### config.mk
export PLATFORM = sky130hd
export DESIGN_NAME = array_arbiter_flat
export DESIGN_NICKNAME = d
export VERILOG_FILES = /design/src/rtl/array_arbiter_pkg.sv /design/src/rtl/array_arbiter_if.sv /design/src/rtl/array_arbiter_rr_pick.sv /design/src/rtl/array_arbiter.sv /design/src/flat_wrapper.sv
export SDC_FILE = /design/constraint.sdc
export NUM_CORES = 1
export LEC_CHECK = 0
export CORE_UTILIZATION = 29
export CTS_CLUSTER_SIZE = 14
export DETAILED_ROUTE_END_ITERATION = 10
export GPL_TIMING_DRIVEN = 0
export PLACE_DENSITY_LB_ADDON = 0.1
export SLEW_MARGIN = 15
export SYNTH_ARGS = -nofsm -noshare
export SYNTH_HDL_FRONTEND = slang
export SYNTH_SLANG_ARGS = --single-unit
### constraint.sdc
create_clock -name clk -period 3.85 [get_ports clk]
set_clock_uncertainty 0.05 [all_clocks]
set_input_delay 0.9625 -clock clk [delete_from_list [all_inputs] [get_ports clk]]
set_output_delay 0.9625 -clock clk [all_outputs]
set_load 0.01 [all_outputs]
### src/rtl/array_arbiter_pkg.sv
// Shared types and width constants for the array port arbiter and its picker.
package array_arbiter_pkg;

  localparam int INT_W  = 8;
  localparam int ADDR_W = 8;

  typedef enum logic {
    ARB_IDLE = 1'b0,
    ARB_BUSY = 1'b1
  } arb_state_e;

  // Index width that stays legal for a single-entry pool.
  function automatic int idx_w(input int n);
    return (n > 1) ? $clog2(n) : 1;
  endfunction

endpackage

### src/rtl/array_arbiter_if.sv
// Requester-side and memory-side signals of the shared array port, flattened per requester.
interface array_arbiter_if
  import array_arbiter_pkg::*;
#(
  parameter int NREQ = 2
);

  logic [NREQ-1:0]        req_valid;
  logic [NREQ-1:0]        req_lock;
  logic [NREQ-1:0]        req_we;
  logic [NREQ*ADDR_W-1:0] req_addr;
  logic [NREQ*INT_W-1:0]  req_di;
  logic [NREQ-1:0]        req_ready;
  logic [INT_W-1:0]       req_do;

  logic                   mem_valid;
  logic                   mem_we;
  logic [ADDR_W-1:0]      mem_addr;
  logic [INT_W-1:0]       mem_di;
  logic [INT_W-1:0]       mem_do;
  logic                   mem_ready;

  // Arbiter view: serves the requesters, drives the array.
  modport slave (
    input  req_valid, req_lock, req_we, req_addr, req_di,
    output req_ready, req_do,
    output mem_valid, mem_we, mem_addr, mem_di,
    input  mem_do, mem_ready
  );

  // Environment view: requesters plus the array instance.
  modport master (
    output req_valid, req_lock, req_we, req_addr, req_di,
    input  req_ready, req_do,
    input  mem_valid, mem_we, mem_addr, mem_di,
    output mem_do, mem_ready
  );

endinterface

### src/rtl/array_arbiter_rr_pick.sv
// Combinational round-robin picker: first set valid bit at or after ptr, modulo N.
// Zero latency; no state, so no backpressure of its own.
module array_arbiter_rr_pick
  import array_arbiter_pkg::*;
#(
  parameter  int N  = 2,
  localparam int IW = idx_w(N)
) (
  input  logic [N-1:0]  valid,
  input  logic [IW-1:0] ptr,
  output logic          any,
  output logic [IW-1:0] idx
);

  function automatic logic [IW-1:0] offset(input logic [IW-1:0] base, input int k);
    int s;
    s = int'(base) + k;
    if (s >= N) s = s - N;
    return IW'(s);
  endfunction

  // Scan from the farthest offset down so the nearest valid candidate is written last.
  always_comb begin
    any = 1'b0;
    idx = '0;
    for (int k = N - 1; k >= 0; k--) begin
      if (valid[offset(ptr, k)]) begin
        any = 1'b1;
        idx = offset(ptr, k);
      end
    end
  end

endmodule

### src/rtl/array_arbiter.sv
// Round-robin arbiter sharing one array port among NREQ requesters, with optional bounded lock.
// One idle cycle of arbitration per grant; requesters wait with req_ready=0 until mem_ready completes theirs.
module array_arbiter
  import array_arbiter_pkg::*;
#(
  parameter int NREQ     = 2,
  parameter int LOCK_MAX = 4
) (
  input  logic           clk,
  input  logic           rst,
  array_arbiter_if.slave bus
);

  localparam int GW  = idx_w(NREQ);
  localparam int LCW = (LOCK_MAX > 0) ? $clog2(LOCK_MAX + 1) : 1;
  localparam logic [LCW-1:0] LOCK_LAST = LCW'((LOCK_MAX > 0) ? LOCK_MAX - 1 : 0);

  arb_state_e     state_q, state_d;
  logic [GW-1:0]  grant_q, grant_d;
  logic [GW-1:0]  ptr_q, ptr_d;
  logic [LCW-1:0] lock_cnt_q, lock_cnt_d;

  logic           pick_any;
  logic [GW-1:0]  pick_idx;
  logic [GW-1:0]  grant_inc;
  logic           busy;
  logic           gnt_vld;
  logic           keep;
  logic           done;

  array_arbiter_rr_pick #(
    .N (NREQ)
  ) u_pick (
    .valid (bus.req_valid),
    .ptr   (ptr_q),
    .any   (pick_any),
    .idx   (pick_idx)
  );

  always_comb begin
    grant_inc = (int'(grant_q) == NREQ - 1) ? '0 : grant_q + GW'(1);
    busy      = (state_q == ARB_BUSY);
    gnt_vld   = bus.req_valid[grant_q];
    keep      = bus.req_lock[grant_q] && ((LOCK_MAX == 0) || (lock_cnt_q < LOCK_LAST));
    done      = busy && gnt_vld && bus.mem_ready && !rst;
  end

  always_comb begin
    state_d    = state_q;
    grant_d    = grant_q;
    ptr_d      = ptr_q;
    lock_cnt_d = lock_cnt_q;
    case (state_q)
      ARB_IDLE: begin
        if (pick_any) begin
          grant_d = pick_idx;
          state_d = ARB_BUSY;
        end
      end
      ARB_BUSY: begin
        if (!gnt_vld) begin
          // Requester withdrew before completion: release without a ready pulse.
          state_d    = ARB_IDLE;
          ptr_d      = grant_inc;
          lock_cnt_d = '0;
        end else if (bus.mem_ready) begin
          if (keep) begin
            lock_cnt_d = lock_cnt_q + LCW'(1);
          end else begin
            state_d    = ARB_IDLE;
            ptr_d      = grant_inc;
            lock_cnt_d = '0;
          end
        end
      end
      default: state_d = ARB_IDLE;
    endcase
  end

  always_ff @(posedge clk) begin
    if (rst) begin
      state_q    <= ARB_IDLE;
      grant_q    <= '0;
      ptr_q      <= '0;
      lock_cnt_q <= '0;
    end else begin
      state_q    <= state_d;
      grant_q    <= grant_d;
      ptr_q      <= ptr_d;
      lock_cnt_q <= lock_cnt_d;
    end
  end

  // Reset masks the port so an in-flight transaction can neither complete nor write.
  always_comb begin
    bus.mem_valid = 1'b0;
    bus.mem_we    = 1'b0;
    bus.mem_addr  = '0;
    bus.mem_di    = '0;
    bus.req_ready = '0;
    bus.req_do    = '0;
    if (busy && !rst) begin
      bus.mem_valid = gnt_vld;
      bus.mem_we    = bus.req_we[grant_q];
      bus.mem_addr  = bus.req_addr[int'(grant_q)*ADDR_W +: ADDR_W];
      bus.mem_di    = bus.req_di[int'(grant_q)*INT_W +: INT_W];
    end
    if (done) begin
      bus.req_ready[grant_q] = 1'b1;
      bus.req_do             = bus.mem_do;
    end
  end

  a_ready_onehot: assert property (@(posedge clk) $onehot0(bus.req_ready));
  a_ready_granted: assert property (@(posedge clk)
    (bus.req_ready == '0) || (busy && bus.req_ready[grant_q]));
  a_idle_quiet: assert property (@(posedge clk) busy || !bus.mem_valid);

endmodule

### src/flat_wrapper.sv
// flat-port wrapper written by rule: the top's interface ports become plain ports
module array_arbiter_flat import array_arbiter_pkg::*;
#(
  parameter int NREQ     = 2,
  parameter int LOCK_MAX = 4
)
  (clk, rst, bus_req_valid, bus_req_lock, bus_req_we, bus_req_addr, bus_req_di, bus_req_ready, bus_req_do, bus_mem_valid, bus_mem_we, bus_mem_addr, bus_mem_di, bus_mem_do, bus_mem_ready);
  array_arbiter_if #(.NREQ(NREQ)) bus_i ();
  input  logic clk;
  input  logic rst;
  input wire logic [$bits(bus_i.req_valid)-1:0] bus_req_valid;
  input wire logic [$bits(bus_i.req_lock)-1:0] bus_req_lock;
  input wire logic [$bits(bus_i.req_we)-1:0] bus_req_we;
  input wire logic [$bits(bus_i.req_addr)-1:0] bus_req_addr;
  input wire logic [$bits(bus_i.req_di)-1:0] bus_req_di;
  output wire logic [$bits(bus_i.req_ready)-1:0] bus_req_ready;
  output wire logic [$bits(bus_i.req_do)-1:0] bus_req_do;
  output wire logic [$bits(bus_i.mem_valid)-1:0] bus_mem_valid;
  output wire logic [$bits(bus_i.mem_we)-1:0] bus_mem_we;
  output wire logic [$bits(bus_i.mem_addr)-1:0] bus_mem_addr;
  output wire logic [$bits(bus_i.mem_di)-1:0] bus_mem_di;
  input wire logic [$bits(bus_i.mem_do)-1:0] bus_mem_do;
  input wire logic [$bits(bus_i.mem_ready)-1:0] bus_mem_ready;
  assign bus_i.req_valid = bus_req_valid;
  assign bus_i.req_lock = bus_req_lock;
  assign bus_i.req_we = bus_req_we;
  assign bus_i.req_addr = bus_req_addr;
  assign bus_i.req_di = bus_req_di;
  assign bus_req_ready = bus_i.req_ready;
  assign bus_req_do = bus_i.req_do;
  assign bus_mem_valid = bus_i.mem_valid;
  assign bus_mem_we = bus_i.mem_we;
  assign bus_mem_addr = bus_i.mem_addr;
  assign bus_mem_di = bus_i.mem_di;
  assign bus_i.mem_do = bus_mem_do;
  assign bus_i.mem_ready = bus_mem_ready;
  array_arbiter #(.NREQ(NREQ), .LOCK_MAX(LOCK_MAX)) u_core (.clk(clk), .rst(rst), .bus(bus_i));
endmodule
==> results by group, run 1 <==
Pwr
  • VDD IR max: 0.238 mV
  • Clk pwr share: 21.7%
  • Sw frac: 28.6%
  • Total power per unit cell area: 174 nW/µm²
  • Sequential share of power: 26.5%
  • Comb power frac: 51.7%
  • Internal Dissipation: 0.188 mW
  • Sw Pwr: 0.0755 mW
  • Lkg Pwr: 0.555 nW

Hold path
  • Min-delay worst type: register to register
  • Hold_sp: u_core.lock_cnt_q[2]
  • Hold path endpoint: u_core.lock_cnt_q[2]
  • Hold Path Stages: 2

Cells and area
  • Share of cells above drive strength 1: 8.48%
  • Multi-input logic area: 532 µm²
  • P&R area growth vs syn: 132%
  • Fillcell total: 171
  • Post-layout util: 74.1%
  • N_diodes: 0
  • Reg area: 120 µm²
  • Layout Cell Area excl Fill: 1510 µm²
  • Total Nets Final: 217

Outcome
  • Status: finished clean

Routing
  • DRT iter0 DRCs: 14
  • Post-Route WL: 2430 µm
  • Vias post-DR: 912
  • Routed wire per std cell: 12.7 µm
  • Antenna-violating nets left: 0
  • Pre-antenna DRT Iters: 4
  • DRC violations left: 0
  • Vias/cell: 4.75

Global routing
  • Grt met3 use: 8.02%
  • Initial antenna violation count: 0
  • First-pass GRT wire length: 4000 µm
  • Largest net degree at the start of global routing: 12
  • Total GRT Usage: 21.5%
  • Gr ovfl total: 0
  • Met1 usage in global routing: 22.4%
  • Met2 Use GR: 40.9%
  • Vias in the first global route: 879
  • Busiest grt layer: met2

Logic synthesis
  • Yosys top cell area share: 27.6%
  • Synth Net Count: 134
  • Cell taking the most area after synthesis: mux2i_1
  • Synthesized instance count: 84
  • Unique cell type count in the Yosys netlist: 24
  • Synthesized area: 653 µm²
  • Yosys Warn Count: 0
  • FF+latch count, synth: 6
  • Post-synthesis sequential area ratio: 18.4%
  • Top cells by area, synth: mux2i_1 (28%), dfxtp_1 (18%), nor2_1 (11%)
  • Syn_area_per_cell: 7.78 µm²

Critical path
  • Worst Reg2Reg Path Length in Cells: 4
  • Crit. End Element: primary output
  • RR Endpoint: u_core.ptr_q
  • WP data required: 2840 ps
  • CP Max Fanout: 8
  • Crit Reg-Reg Startpoint: u_core.grant_q
  • Crit path launch type: input port
  • R2r setup slk: 2260 ps
  • Crit path kind: input port to primary output
  • Critical Path AT: 2760 ps

STA
  • Final Cycle Share: 98.0%
  • Max-slew violations: 0
  • RSZ-0062 raised after global routing: false
  • Final hold violation count: 0
  • Rel. slew slack: 70.6%
  • Fin crit period: 3770 ps
  • Worst-margin pin slew: 441 ps
  • Final TNS setup: 0 ps
  • Fmax achieved: 265 MHz
  • # setup viols final: 0

CTS
  • H-Tree Depth: 1
  • Clock root cell: clkbuf_4
  • TritonCTS Buffers: 3
  • Clock Latency Late Sink: 240 ps
  • Hold buffers post-CTS: 0
  • CTS tree: done
  • CTS max path bufs: 2
  • Clk sink count: 6
  • Worst-path clk slew: 40 ps

Floorplan
  • Cell Rows: 16
  • Die ar.: 2450 µm²
  • Height of the die: 49.5 µm
  • Die X: 49.5 µm
  • Ports: 77
  • Area of the core: 2040 µm²
  • Initial core utilization: 32.0%

Place
  • Dpl cell area: 1450 µm²
  • PortBufs: 76
  • Placer congestion estimate: 0.754
  • Post-DP HPWL: 1980 µm

Flow run
  • Max Cap Viol: 0
## cells by family after synthesis
family,after synthesis,share of synthesized area (%)
compound gates,11,13.2
simple gates,40,30.3
flops,6,18.4
buf+inv,7,5.17
fa+ha+maj,1,1.92
mux,19,31.0
## how the worst max path moves through the flow
stage	from	end	slack, ps
finish	rst	bus_req_do[3]	80
global route	rst	bus_req_ready[1]	1
CTS	rst	bus_req_do[3]	80
detailed placement	rst	bus_req_do[3]	-260
global placement	rst	bus_req_ready[0]	-220
floorplan	rst	bus_req_ready[0]	1000
## cells in the mapped netlist
master	instances
ha_1	1
inv_1	2
nor3_1	2
o41ai_1	1
mux2i_4	1
nor3b_2	1
a2111oi_4	1
o21ai_0	2
a21oi_1	4
clkbuf_1	1
and2_1	9
nor2b_1	2
o21ai_1	1
nor2_1	19
nand3b_1	1
dfxtp_1	6
nand2_1	3
mux2i_1	18
buf_4	1
o211ai_1	1
buf_2	3
nand3_1	2
nand2b_1	1
o21a_1	1
## sequential cells by signal, indices dropped and copies added, names as in the netlist
name / count
u_core.busy: 1
u_core.lock_cnt_q: 3
u_core.ptr_q: 1
u_core.grant_q: 1
## through the flow
stage	hold slack, ps	setup WS, ps	instances	power (mW)
after detailed placement	442	-265	187	0.201
after floorplan	409	999	84	0.122
after global placement	421	-221	187	0.198
after CTS	448	81.2	190	0.264
final	446	76.1	192	0.264
after global routing	463	1.04	192	0.285
## area by class of cell
cell class	instances	area share (%)
plain buffers	4	1.49
clock buffers	3	1.49
inverters	2	0.496
multi-input cells	72	35.1
flip-flops and latches	6	7.93
well taps	27	2.23
repair buffers	78	51.2
## layer usage
metal	vias to the layer above	routed length [µm]
met5	-	0
met4	0	4
met2	51	1320
li1	457	-
met3	2	220
met1	402	885
## timing repair
item                       in CTS  in global routing
buffers inserted                0                  2
pin swaps                       1                  0
setup endpoints to repair      20                 10
gates resized for setup         3                  1
cloned                          1                  0
## power groups by stage
stage,sequential [mW],combinational (mW),clock [mW]
floorplan,0.0692,0.0527,0
global placement,0.0698,0.128,0
detailed placement,0.0700,0.131,0
CTS,0.0697,0.134,0.0600
global route,0.0701,0.147,0.0677
finish,0.0700,0.137,0.0574
## layout by cell type, fill, tap and decap left out, types with 3 or more instances in the layout
master and n:
buf_2 3, nand2_1 3, a21oi_1 4, dfxtp_1 6, clkbuf_4 3, clkdlybuf4s50_1 76, nor2_1 19, and2_1 9
buf_4 3, mux2i_1 18
## critical path: stages
cell             delay, ps
clkdlybuf4s50_1        560
nand2b_4               260
nor3b_4                270
and2_1                 170
clkdlybuf4s50_1        530
Power figures use the tool's default switching activity.
==> inputs of run 2 (changes only) <==
- RECOVER_POWER: not set -> 25
==> results by group, run 2 (synthesis gave the netlist of run 1 again) <==
CTS
  • H-Tree Depth: 1
  • CTS max path bufs: 2
  • Hold buffers post-CTS: 0
  • Clock Latency Late Sink: 240 ps
  • TritonCTS Buffers: 3
  • Clk sink count: 6
  • Worst-path clk slew: 40 ps
  • Clock root cell: clkbuf_4
  • CTS tree: done

Routing
  • Vias/cell: 4.76
  • DRT iter0 DRCs: 13
  • Pre-antenna DRT Iters: 4
  • Antenna-violating nets left: 0
  • Vias post-DR: 913
  • Post-Route WL: 2440 µm
  • DRC violations left: 0
  • Routed wire per std cell: 12.7 µm

Pwr
  • VDD IR max: 0.236 mV
  • Tot Pwr: 0.261 mW
  • Lkg Pwr: 0.552 nW
  • Total power per unit cell area: 175 nW/µm²

Global routing
  • Total GRT Usage: 21.5%
  • First-pass GRT wire length: 4000 µm
  • Largest net degree at the start of global routing: 12
  • Vias in the first global route: 879
  • Gr ovfl total: 0
  • Initial antenna violation count: 0

Cells and area
  • Reg area: 120 µm²
  • Multi-input logic area: 513 µm²
  • P&R area growth vs syn: 129%
  • N_diodes: 0
  • Share of cells above drive strength 1: 7.88%
  • Max FFs per register: 3
  • Fillcell total: 175
  • Layout Cell Area excl Fill: 1500 µm²
  • Reg with most FFs: u_core.lock_cnt_q
  • Layout Cells excl Fill: 192
  • Post-layout util: 73.2%
  • Commonest cells after routing, fill and taps aside: clkdlybuf4s50_1 (75), nor2_1 (19), mux2i_1 (18)
  • Commonest non-fill, non-tap cell in the layout: clkdlybuf4s50_1
  • Total Nets Final: 217

Critical path
  • CP Max Fanout: 8
  • Crit path kind: input port to primary output
  • Crit path cell chain: clkdlybuf4s50_1 > nand2b_4 > nor3b_4 > and2_1 > clkdlybuf4s50_1
  • Crit path launch type: input port
  • Crit-path max cell delay: 560 ps
  • Buffers & Inverters on Critical Path: 2
  • Most common cell on crit path: clkdlybuf4s50_1
  • WP data required: 2840 ps
  • CP max stage cell: clkdlybuf4s50_1
  • CP top delay family: buffers and inverters
  • Crit. End Element: primary output
  • Critical Path AT: 2760 ps

Flow run
  • Max Cap Viol: 1

STA
  • Worst-margin pin slew: 1450 ps
  • Fmax achieved: 265 MHz
  • Final hold violation count: 0
  • # setup viols final: 0
  • Max-slew violations: 0
  • RSZ-0062 raised after global routing: false
  • Fin crit period: 3770 ps
  • Final Cycle Share: 98.0%
  • Rel. slew slack: 0.499%

Place
  • Placer congestion estimate: 0.754
  • PortBufs: 76
  • Post-DP HPWL: 1980 µm
  • Placed cells: 187
  • Dpl cell area: 1450 µm²

Hold path
  • Min-delay worst type: register to register

Floorplan
  • Initial core utilization: 32.0%
  • Cell Rows: 16
  • Die X: 49.5 µm
  • Die ar.: 2450 µm²
  • Height of the die: 49.5 µm
  • Area of the core: 2040 µm²
  • Ports: 77

Outcome
  • Failing checks: capacitance limit
  • Status: finished with violations
run 2: cell types whose count changed in the layout (fill, tap and decap cells not counted):
| cell | change |
|---|---|
| a2111oi_0 | +1 |
| a2111oi_4 | -1 |
| clkdlybuf4s50_1 | -1 |
| dlygate4sd3_1 | +1 |
run 2: report_power, final:
part / internal [mW] / switching (mW) / leakage [nW]
Clock: 0.0352 / 0.0222 / 0.0138
Combinational: 0.0859 / 0.0484 / 0.490
Sequential: 0.0659 / 0.00379 / 0.0491
Total: 0.187 / 0.0744 / 0.552
run 2: worst paths after layout:
path,startpoint,end,slack (ps),depth (start not counted)
setup / recovery,rst,bus_req_do[3],80,5
hold / removal,u_core.lock_cnt_q[2],u_core.lock_cnt_q[2],410,2
setup reg to reg,u_core.grant_q,u_core.lock_cnt_q[2],1480,5
hold reg to reg,u_core.lock_cnt_q[2],u_core.lock_cnt_q[2],410,2
run 2: worst min-delay path, delay by kind of cell, from the launching register on:
family | cells | cell delay, ps
flops | 1 | 300
simple gates | 1 | 50
compound gates | 1 | 50
run 2: area by class of cell:
cell class	count	area share [%]
timing repair buffer	78	51.9
multi-input combinational	72	34.3
sequential	6	8.03
tap	27	2.26
clock buffer	3	1.51
buffer	4	1.51
inverter	2	0.502
run 2: timing repair:
action | in CTS | in global routing
gates cloned | 1 | 0
pin swaps | 1 | 0
setup buffers | 0 | 2
endpoints found under the setup margin | 20 | 10
endpoints found under the hold margin | 0 | 0
gates resized for setup | 3 | 1
run 2: through the flow:
| step | TNS, ps | worst slack [ps] | hold slack (ps) |
|---|---|---|---|
| 2_1_floorplan | 0 | 999 | 409 |
| 3_3_place_gp | -2800 | -221 | 421 |
| 3_5_place_dp | -3700 | -265 | 442 |
| 4_1_cts | 0 | 81.2 | 448 |
| 5_1_grt | 0 | 1.10 | 430 |
| 6_report | 0 | 76.1 | 413 |
run 2: layer usage:
metal  wire (µm)  global-route usage, %  vias up
li1            -                      -      457
met1         888                   22.4      403
met2        1320                   40.9       51
met3         220                   8.02        2
met4           4                   4.29        0
met5           0                      0        -
